**config.mk**
```make
export PLATFORM = sky130hd
export DESIGN_NAME = snake_head_ctrl
export DESIGN_NICKNAME = d
export VERILOG_FILES = /design/src/rtl/snake_head_ctrl.sv
export SDC_FILE = /design/constraint.sdc
export NUM_CORES = 1
export LEC_CHECK = 0
export BUFFER_PORTS_ARGS = -buffer_cell sky130_fd_sc_hd__buf_2
export CORE_UTILIZATION = 54
export DETAILED_ROUTE_END_ITERATION = 10
export PLACE_DENSITY = 0.76
export SETUP_SLACK_MARGIN = 0.4
export SYNTH_ARGS = -nofsm -noshare
export SYNTH_HDL_FRONTEND = slang
export SYNTH_SLANG_ARGS = --single-unit
```
**constraint.sdc**
```tcl
create_clock -name clk -period 3.2 [get_ports clk]
set_input_delay 0.8 -clock clk [delete_from_list [all_inputs] [get_ports clk]]
set_output_delay 0.8 -clock clk [all_outputs]
set_load 0.02 [all_outputs]
```
**src/rtl/snake_head_ctrl.sv**
```systemverilog
`default_nettype none
// ============================================================================
// Module      : snake_head_ctrl
// Description : Snake head movement controller. Paces moves with a tick
//               divider, applies direction buttons (one turn per move, no
//               reversal), detects wall collisions and counts growth from
//               apple-eaten rising edges.
// Revision    : 1.0 - initial release
// ============================================================================
module snake_head_ctrl #(
  parameter int COORD_W   = 20,
  parameter int STEP      = 16,
  parameter int TICK_DIV  = 3125000,
  parameter int X_MIN     = 144,
  parameter int X_MAX     = 768,
  parameter int Y_MIN     = 48,
  parameter int Y_MAX     = 496,
  parameter int START_X   = 448,
  parameter int START_Y   = 272,
  parameter int LEN_W     = 8,
  parameter int START_LEN = 3,
  parameter int MAX_LEN   = 255
) (
  input  logic               clk,
  input  logic               resetn,
  input  logic               start,
  input  logic               btn_up,
  input  logic               btn_down,
  input  logic               btn_left,
  input  logic               btn_right,
  input  logic               is_Eaten,
  output logic [COORD_W-1:0] headX,
  output logic [COORD_W-1:0] headY,
  output logic [1:0]         dir,
  output logic               move_tick,
  output logic [LEN_W-1:0]   length,
  output logic               grow,
  output logic               game_over,
  output logic [1:0]         state
);

  localparam int CNT_W = $clog2(TICK_DIV);

  localparam logic [CNT_W-1:0]   c_cnt_last  = CNT_W'(TICK_DIV - 1);

  localparam logic [1:0]         c_st_idle   = 2'b00;
  localparam logic [1:0]         c_st_run    = 2'b01;
  localparam logic [1:0]         c_st_dead   = 2'b10;

  localparam logic [1:0]         c_dir_up    = 2'b00;
  localparam logic [1:0]         c_dir_down  = 2'b01;
  localparam logic [1:0]         c_dir_left  = 2'b10;
  localparam logic [1:0]         c_dir_right = 2'b11;

  // Bounds and step are held one bit wider so a move toward 0 is checked
  // before it can wrap.
  localparam logic [COORD_W:0]   c_step      = (COORD_W+1)'(STEP);
  localparam logic [COORD_W:0]   c_x_min     = (COORD_W+1)'(X_MIN);
  localparam logic [COORD_W:0]   c_x_max     = (COORD_W+1)'(X_MAX);
  localparam logic [COORD_W:0]   c_y_min     = (COORD_W+1)'(Y_MIN);
  localparam logic [COORD_W:0]   c_y_max     = (COORD_W+1)'(Y_MAX);

  localparam logic [COORD_W-1:0] c_start_x   = COORD_W'(START_X);
  localparam logic [COORD_W-1:0] c_start_y   = COORD_W'(START_Y);
  localparam logic [LEN_W-1:0]   c_start_len = LEN_W'(START_LEN);
  localparam logic [LEN_W-1:0]   c_max_len   = LEN_W'(MAX_LEN);

  logic [1:0]         state_q,     state_d;
  logic [COORD_W-1:0] head_x_q,    head_x_d;
  logic [COORD_W-1:0] head_y_q,    head_y_d;
  logic [1:0]         dir_q,       dir_d;
  logic [1:0]         pend_q,      pend_d;
  logic [CNT_W-1:0]   cnt_q,       cnt_d;
  logic [LEN_W-1:0]   len_q,       len_d;
  logic               move_tick_q, move_tick_d;
  logic               grow_q,      grow_d;
  logic               eat_prev_q,  eat_prev_d;

  logic               w_run;
  logic               w_move;
  logic               w_eat_rise;
  logic               w_req_vld;
  logic [1:0]         w_req;
  logic [1:0]         w_pend_smp;
  logic               w_under;
  logic               w_out;
  logic [COORD_W:0]   w_nx;
  logic [COORD_W:0]   w_ny;

  assign w_run      = (state_q == c_st_run);
  assign w_move     = w_run && (cnt_q == c_cnt_last);
  assign w_eat_rise = w_run && is_Eaten && !eat_prev_q;

  // Button priority encode and pending-direction update (reverse requests dropped).
  always_comb begin
    w_req_vld = 1'b1;
    w_req     = c_dir_right;
    if (btn_up)         w_req = c_dir_up;
    else if (btn_down)  w_req = c_dir_down;
    else if (btn_left)  w_req = c_dir_left;
    else if (btn_right) w_req = c_dir_right;
    else                w_req_vld = 1'b0;

    w_pend_smp = pend_q;
    // Up/down and left/right differ only in bit 0, so the reverse is dir ^ 1.
    if (w_run && w_req_vld && (w_req != (dir_q ^ 2'b01))) begin
      w_pend_smp = w_req;
    end
  end

  // Candidate next head position along the direction that would be committed.
  always_comb begin
    w_nx    = {1'b0, head_x_q};
    w_ny    = {1'b0, head_y_q};
    w_under = 1'b0;
    case (w_pend_smp)
      c_dir_up: begin
        w_under = (w_ny < c_step);
        w_ny    = w_ny - c_step;
      end
      c_dir_down: begin
        w_ny    = w_ny + c_step;
      end
      c_dir_left: begin
        w_under = (w_nx < c_step);
        w_nx    = w_nx - c_step;
      end
      default: begin
        w_nx    = w_nx + c_step;
      end
    endcase
    w_out = w_under || (w_nx < c_x_min) || (w_nx > c_x_max) ||
            (w_ny < c_y_min) || (w_ny > c_y_max);
  end

  // Game FSM, tick divider, move commit and length bookkeeping.
  always_comb begin
    state_d     = state_q;
    head_x_d    = head_x_q;
    head_y_d    = head_y_q;
    dir_d       = dir_q;
    pend_d      = w_pend_smp;
    cnt_d       = cnt_q;
    len_d       = len_q;
    move_tick_d = 1'b0;
    grow_d      = 1'b0;
    eat_prev_d  = is_Eaten;

    case (state_q)
      c_st_run: begin
        cnt_d = w_move ? '0 : cnt_q + 1'b1;
        if (w_move) begin
          move_tick_d = 1'b1;
          dir_d       = w_pend_smp;
          if (w_out) begin
            state_d = c_st_dead;
          end else begin
            head_x_d = w_nx[COORD_W-1:0];
            head_y_d = w_ny[COORD_W-1:0];
          end
        end
        // Eating is independent of the move, so both can land on one edge.
        if (w_eat_rise && (len_q < c_max_len)) begin
          len_d  = len_q + 1'b1;
          grow_d = 1'b1;
        end
      end
      c_st_idle, c_st_dead: begin
        if (start) begin
          state_d  = c_st_run;
          head_x_d = c_start_x;
          head_y_d = c_start_y;
          dir_d    = c_dir_right;
          pend_d   = c_dir_right;
          cnt_d    = '0;
          len_d    = c_start_len;
        end
      end
      default: begin
        state_d = c_st_idle;
      end
    endcase
  end

  // State registers with asynchronous active-low reset.
  always_ff @(posedge clk or negedge resetn) begin
    if (!resetn) begin
      state_q     <= c_st_idle;
      head_x_q    <= c_start_x;
      head_y_q    <= c_start_y;
      dir_q       <= c_dir_right;
      pend_q      <= c_dir_right;
      cnt_q       <= '0;
      len_q       <= c_start_len;
      move_tick_q <= 1'b0;
      grow_q      <= 1'b0;
      eat_prev_q  <= 1'b0;
    end else begin
      state_q     <= state_d;
      head_x_q    <= head_x_d;
      head_y_q    <= head_y_d;
      dir_q       <= dir_d;
      pend_q      <= pend_d;
      cnt_q       <= cnt_d;
      len_q       <= len_d;
      move_tick_q <= move_tick_d;
      grow_q      <= grow_d;
      eat_prev_q  <= eat_prev_d;
    end
  end

  assign headX     = head_x_q;
  assign headY     = head_y_q;
  assign dir       = dir_q;
  assign move_tick = move_tick_q;
  assign length    = len_q;
  assign grow      = grow_q;
  assign game_over = (state_q == c_st_dead);
  assign state     = state_q;

endmodule
`default_nettype wire
```
# ---- After elaboration in Yosys (flattened, before gate mapping)
# Cells that the tools add are included.
dict set report op_classes {
  magnitude_cmp 7
  add_sub_neg 6
  n_mux 38
  bitwise_logic 1
  reduce_logical 21
  n_eq_ne 11
}
# cell n
set ops {}
lappend ops {{$mux W20} 6}
lappend ops {{$pmux W21 S2} 2}
lappend ops {{$pmux W20 S2} 2}
lappend ops {{$mux W22} 2}
lappend ops {{$pmux W22 S2} 1}
lappend ops {{$add A20 B5 Y21 const B} 2}
lappend ops {{$sub A20 B5 Y21 const B} 2}
lappend ops {{$lt A20 B5 Y1 const B} 2}
lappend ops {{$add A22 B1 Y22 const B} 1}
lappend ops {{$eq A22 B22 Y1 const B} 1}
lappend ops {{$gt A21 B10 Y1 const B} 1}
lappend ops {{$gt A21 B9 Y1 const B} 1}
lappend ops {{$lt A21 B6 Y1 const B} 1}
lappend ops {{$lt A21 B8 Y1 const B} 1}
lappend ops {{$mux W2} 10}
lappend ops {{$mux W8} 2}
lappend ops {{$pmux W8 S2} 1}
lappend ops {{$mux W1} 9}
lappend ops {{$reduce_and A3 Y1} 3}
lappend ops {{$add A8 B1 Y8 const B} 1}
lappend ops {{$lt A8 B8 Y1 const B} 1}
lappend ops {{$pmux W2 S2} 2}
lappend ops {{$logic_and A1 B1 Y1} 6}
lappend ops {{$ne A2 B1 Y1 const B} 3}
lappend ops {{other kinds (13)} 21}
dict set report totals {
  out_inout_bits 55
  input_bits 8
  reg_bits 79
  word_cells 94
}

# ---- Depth between registers and ports, before layout
dict set report depth {
  depth_word 18
  ltp_mapped 15
  mapped_depth_nobuf 12
}

# ---- Worst setup path after synthesis
# Ideal clock, no wire load.
dict set report synth_path {
  path_type {in2reg}
  from {in btn_left}
  to {reg head_y_q[5], in the netlist headY[5]}
  path_buffers 4
  slack_ps -596
  t_required_ps 3110
  stages 15
  setup_time_ps 90
  t_arrival_ps 3706
  path_cell_list {buf_4 -> or3b_1 -> a21oi_1 -> and2_1 -> buf_2 -> nor2_1 -> buf_4 -> mux2i_1 -> a2111o_1 -> a2111oi_0 -> and4_1 -> and4_1 -> buf_6 -> mux2_1 -> o221ai_1}
}
dict set report synth_between {
  elab_chain_cells 16
  elab_cells_between_ends 30
  classes_between {4 x order compare; 4 x eq/ne; 13 x mux; 9 x reduce/logical}
}
# element line_no
set synth_lines {}
lappend synth_lines {{start: declaration} 29} ;# input logic btn_left,
lappend synth_lines {{$mux W1} 100} ;# else if (btn_left) w_req = c_dir_left;
lappend synth_lines {{$mux W2 / $mux W1 (equally long branches)} 99} ;# else if (btn_down) w_req = c_dir_down;
lappend synth_lines {{$mux W2 / $mux W1 (equally long branches)} 98} ;# if (btn_up) w_req = c_dir_up;
lappend synth_lines {{$ne A2 B2 Y1 / $logic_and A1 B1 Y1 (equally long branches)} 106} ;# if (w_run && w_req_vld && (w_req != (dir_q ^ 2'b01))) begin
lappend synth_lines {{$logic_and A1 B1 Y1} 106}
lappend synth_lines {{$mux W2 (*)} 106}
lappend synth_lines {{$eq A2 B1 Y1 / $logic_not A2 Y1 (equally long branches)} 116} ;# case (w_pend_smp)
lappend synth_lines {{$reduce_or A2 Y1 (no source line)} n/a}
lappend synth_lines {{$pmux W21 S2} 116}
lappend synth_lines {{$lt A21 B8 Y1} 132} ;# w_out = w_under || (w_nx < c_x_min) || (w_nx > c_x_max) ||
lappend synth_lines {{$logic_or A1 B1 Y1 (3 in series)} 132}
lappend synth_lines {{$logic_or A1 B1 Y1} 133} ;# (w_ny < c_y_min) || (w_ny > c_y_max);
lappend synth_lines {{$ne A2 B2 Y1 (no source line)} n/a}
lappend synth_lines {{$reduce_and A4 Y1 (no source line)} n/a}
lappend synth_lines {{end signal: assignment} 190} ;# head_y_q <= c_start_y;
lappend synth_lines {{end signal: assignment} 201} ;# head_y_q <= head_y_d;
lappend synth_lines {{end: declaration} 70} ;# logic [COORD_W-1:0] head_y_q, head_y_d;
# Mark *: on every way between the ends. The rest lies on a longest branch, timed or not. The select of a mux whose other input is x is not followed.
# A chain may end at the register's enable or synchronous reset.

# ---- Worst setup path in the final report
dict set report layout_path {
  from {reg dir_q[0], in the netlist dir[0]}
  to {reg head_y_q[7], in the netlist headY[7]}
}
dict set report layout_between {
  elab_chain_cells 14
  elab_cells_between_ends 24
  classes_between {4 x order compare; 4 x eq/ne; 7 x mux; 1 x bitwise; 8 x reduce/logical}
}
# element line_no
set layout_lines {}
lappend layout_lines {{start: declaration} 71} ;# logic [1:0] dir_q, dir_d;
lappend layout_lines {{start signal: assignment} 191} ;# dir_q <= c_dir_right;
lappend layout_lines {{start signal: assignment} 202} ;# dir_q <= dir_d;
lappend layout_lines {{$not A1 Y1 (no source line) (*)} n/a}
lappend layout_lines {{$ne A2 B2 Y1 (*)} 106}
lappend layout_lines {{$logic_and A1 B1 Y1 (*)} 106}
lappend layout_lines {{$mux W2 (*)} 106}
lappend layout_lines {{$eq A2 B1 Y1 / $logic_not A2 Y1 (equally long branches)} 116}
lappend layout_lines {{$reduce_or A2 Y1 (no source line)} n/a}
lappend layout_lines {{$pmux W21 S2} 116}
lappend layout_lines {{$lt A21 B8 Y1} 132}
lappend layout_lines {{$logic_or A1 B1 Y1 (3 in series)} 132}
lappend layout_lines {{$logic_or A1 B1 Y1} 133}
lappend layout_lines {{$ne A2 B2 Y1 (no source line)} n/a}
lappend layout_lines {{$reduce_and A4 Y1 (no source line)} n/a}
# Marks and branches as above.

==> impl_metrics.json <==
{
  "status": "finished with violations",
  "violations": "setup timing",
  "finalSetupViolCount": 34,
  "synth.distinct_cells": 81,
  "arrival_ps": 3970,
  "crit_chain": "xnor2_4 > a311o_2 > o21ai_4 > buf_6 > a22oi_2 > o21a_1 > a2111o_1 > a2111oi_4 > buf_4 > and4_4 > nand4_1 > or4_1 > nand3_1",
  "yosys-top-cells-count": "dfrtp_1 (60), nor2_1 (54), nand2_1 (46)",
  "p_leak_nw": 3.18,
  "period_minus_slack_ps": 3680,
  "grtUsageTotal": 0.366,
  "clkSinkCount": 71,
  "p_total_mw": 4.01,
  "cp_slowest_cell": "dfstp_2",
  "yosysTopAreaCell": "dfrtp_1",
  "core_area_um2": 9330,
  "ys.flop_type": "dfrtp_1",
  "cts_tree": "yes",
  "grt_overflow": 0,
  "postPlaceCellArea_um2": 6540,
  "drtAntennaViolNets": 0,
  "ys_seq_area_frac": 0.342,
  "gp_congestion": 0.964,
  "yosys_warnings": 0,
  "cts_root_buf": "clkbuf_8",
  "dr.first_iter.drc_count": 439,
  "final_cell_area_um2": 7050,
  "path_max_fanout": 7,
  "final-hold-violation-count": 0,
  "rsz0062_at_grt": "yes",
  "nets": 811,
  "max-slew-margin-rel": 0.386,
  "fin_skew_ps": 14.6,
  "holdWs_ps": 511,
  "start_util": 0.562,
  "synth-async-reset-ratio": 1.00,
  "cpLargestDelayFamily": "compound AO/OA/AOI/OAI gates",
  "synth_most_common_cell": "dfrtp_1",
  "htree_levels": 3,
  "max_cap_violations": 0,
  "place.port_buffers": 54,
  "fp.dieH_um": 101,
  "drt-wirelength-per-cell_um": 19.2,
  "drive_above_1_share": 0.347,
  "routed_wl_um": 17900,
  "cts_made_buffers": 9,
  "synthCells": 634,
  "slew_violations": 0,
  "pwr_density_cell_nw_per_um2": 570,
  "grt_max_degree": 72,
  "worst_pin_slew_ps": 921,
  "hp-class": "reg2reg",
  "dieArea_um2": 10100,
  "finalCritPeriodShare": 1.15,
  "grt_pass1_vias": 5600,
  "startpoint_type": "register",
  "required_ps": 3490,
  "synthTopCellsByArea": "dfrtp_1 (29%), dfstp_2 (5.5%), nand3_1 (3.9%), nor2_1 (3.9%), nand2_1 (3.3%)",
  "die_w_um": 101,
  "antenna_cells": 0,
  "io_pins": 63,
  "clkLatencyLatePin_ps": 370,
  "synth-edff-count": 0,
  "max_freq_mhz": 272,
  "fin_ws_ps": -475,
  "ir_worst_vdd_uv": 471,
  "drc": 0,
  "critical_path_class": "reg2reg",
  "grt_pass1_wl_um": 28500,
  "dp_hpwl_um": 12700,
  "clk_pin_slew_ps": 90,
  "antenna_found_initial": 0,
  "synth_top_area_share": 0.286,
  "first_pass_iters": 5,
  "syn-mean-instance-area_um2": 8.27,
  "worst-path-buf-inv": 2,
  "endpoint_kind": "register",
  "synthToLayoutAreaGrowth_pct": 34.4,
  "netlist_area_um2": 5240,
  "synth-seq-cells": 71,
  "placementRows": 35,
  "vias_per_cell": 6.21,
  "slowest_delay_ps": 660,
  "vias": 5783,
  "clk_path_buf_depth": 2
}
-- metrics by stage --
stage / setup TNS [ps] / util / setup slack (ps) / std cells
after floorplan: -11670 / - / -410 / 641
after global placement: -33860 / 0.701 / -1030 / 906
after detailed placement: -34220 / 0.701 / -1060 / 906
after CTS: -13330 / 0.744 / -439 / 927
after global routing: -18110 / 0.755 / -598 / 931
final: -14550 / 0.755 / -475 / 931
-- placed cells by master, fill, tap and decap left out, types with 8 or more instances in the layout --
master	count
dfrtp_1	60
nor3_1	26
o21ai_0	24
nand3_1	41
nand2_1	43
o21ai_1	10
and2_1	25
clkbuf_8	9
inv_1	12
buf_2	53
and3_1	14
nand4_1	25
buf_4	131
dfstp_2	11
a21oi_1	30
xnor2_1	17
conb_1	8
nor2_1	52
xor2_1	18
buf_6	10
-- final timing paths --
check | from | end | slack, ps | cells past startpoint
worst max-delay path | dir[0] | headY[7] | -480 | 13
worst min-delay path | cnt_q[21] | cnt_q[21] | 510 | 1
worst max register to register | dir[0] | headY[7] | -480 | 13
worst min register to register | cnt_q[21] | cnt_q[21] | 510 | 1
max in group asynchronous | resetn | headY[11] | 1950 | 2
min in group asynchronous | resetn | cnt_q[7] | 630 | 2
-- worst reg2reg max path, stage by stage, from the launching register on --
cell,delay (ps)
dfstp_2,660
xnor2_4,120
a311o_2,470
o21ai_4,280
buf_6,140
a22oi_2,70
o21a_1,190
a2111o_1,340
a2111oi_4,210
buf_4,160
and4_4,220
nand4_1,180
or4_1,470
nand3_1,120
-- report_power, final --
| group | switching (mW) | internal [mW] |
|---|---|---|
| sequential | 0.151 | 1.03 |
| combinational | 1.14 | 0.915 |
| clock | 0.406 | 0.369 |
| total | 1.70 | 2.31 |
-- metal layers --
metal  global-route usage  up-vias  share of wire
met2                0.612      280           0.49
met5                    0        -              0
li1                     -     2661              -
met3               0.0659       74          0.069
met4                0.167        0          0.039
met1                0.461     2768           0.40
-- area by class of cell --
class / count / area (µm²)
flip-flops and latches: 71 / 1790
clock inverters: 7 / 81.3
repair buffers: 196 / 1400
multi-input cells: 507 / 3450
inverters: 12 / 45.0
fillers: 688 / 2280
clock buffers: 9 / 124
well taps: 129 / 161
-- cells by family (layout without fill, tap and decap cells) --
group | count (synthesis) | in the layout | synth area share
compound gates | 152 | 152 | 0.200
xor+xnor | 37 | 37 | 0.0618
other cells | 1 | 8 | 0.000715
buf+inv | 63 | 224 | 0.0580
flops | 71 | 71 | 0.342
simple gates | 296 | 296 | 0.307
fa+ha+maj | 6 | 6 | 0.0143
mux | 8 | 8 | 0.0160
-- registers in the layout, indices dropped and copies added, names as in the netlist --
register	count
cnt_q	22
headY	16
grow	1
eat_prev_q	1
dir	2
move_tick	1
length	8
state	2
headX	16
pend_q	2
-- what timing repair did --
item,in CTS,in global routing
pin swaps,18,8
hold buffers,0,0
resized for setup,37,19
buffers inserted,5,4
setup endpoints to repair,34,36
No activity file was read; power rests on OpenSTA's default activity.
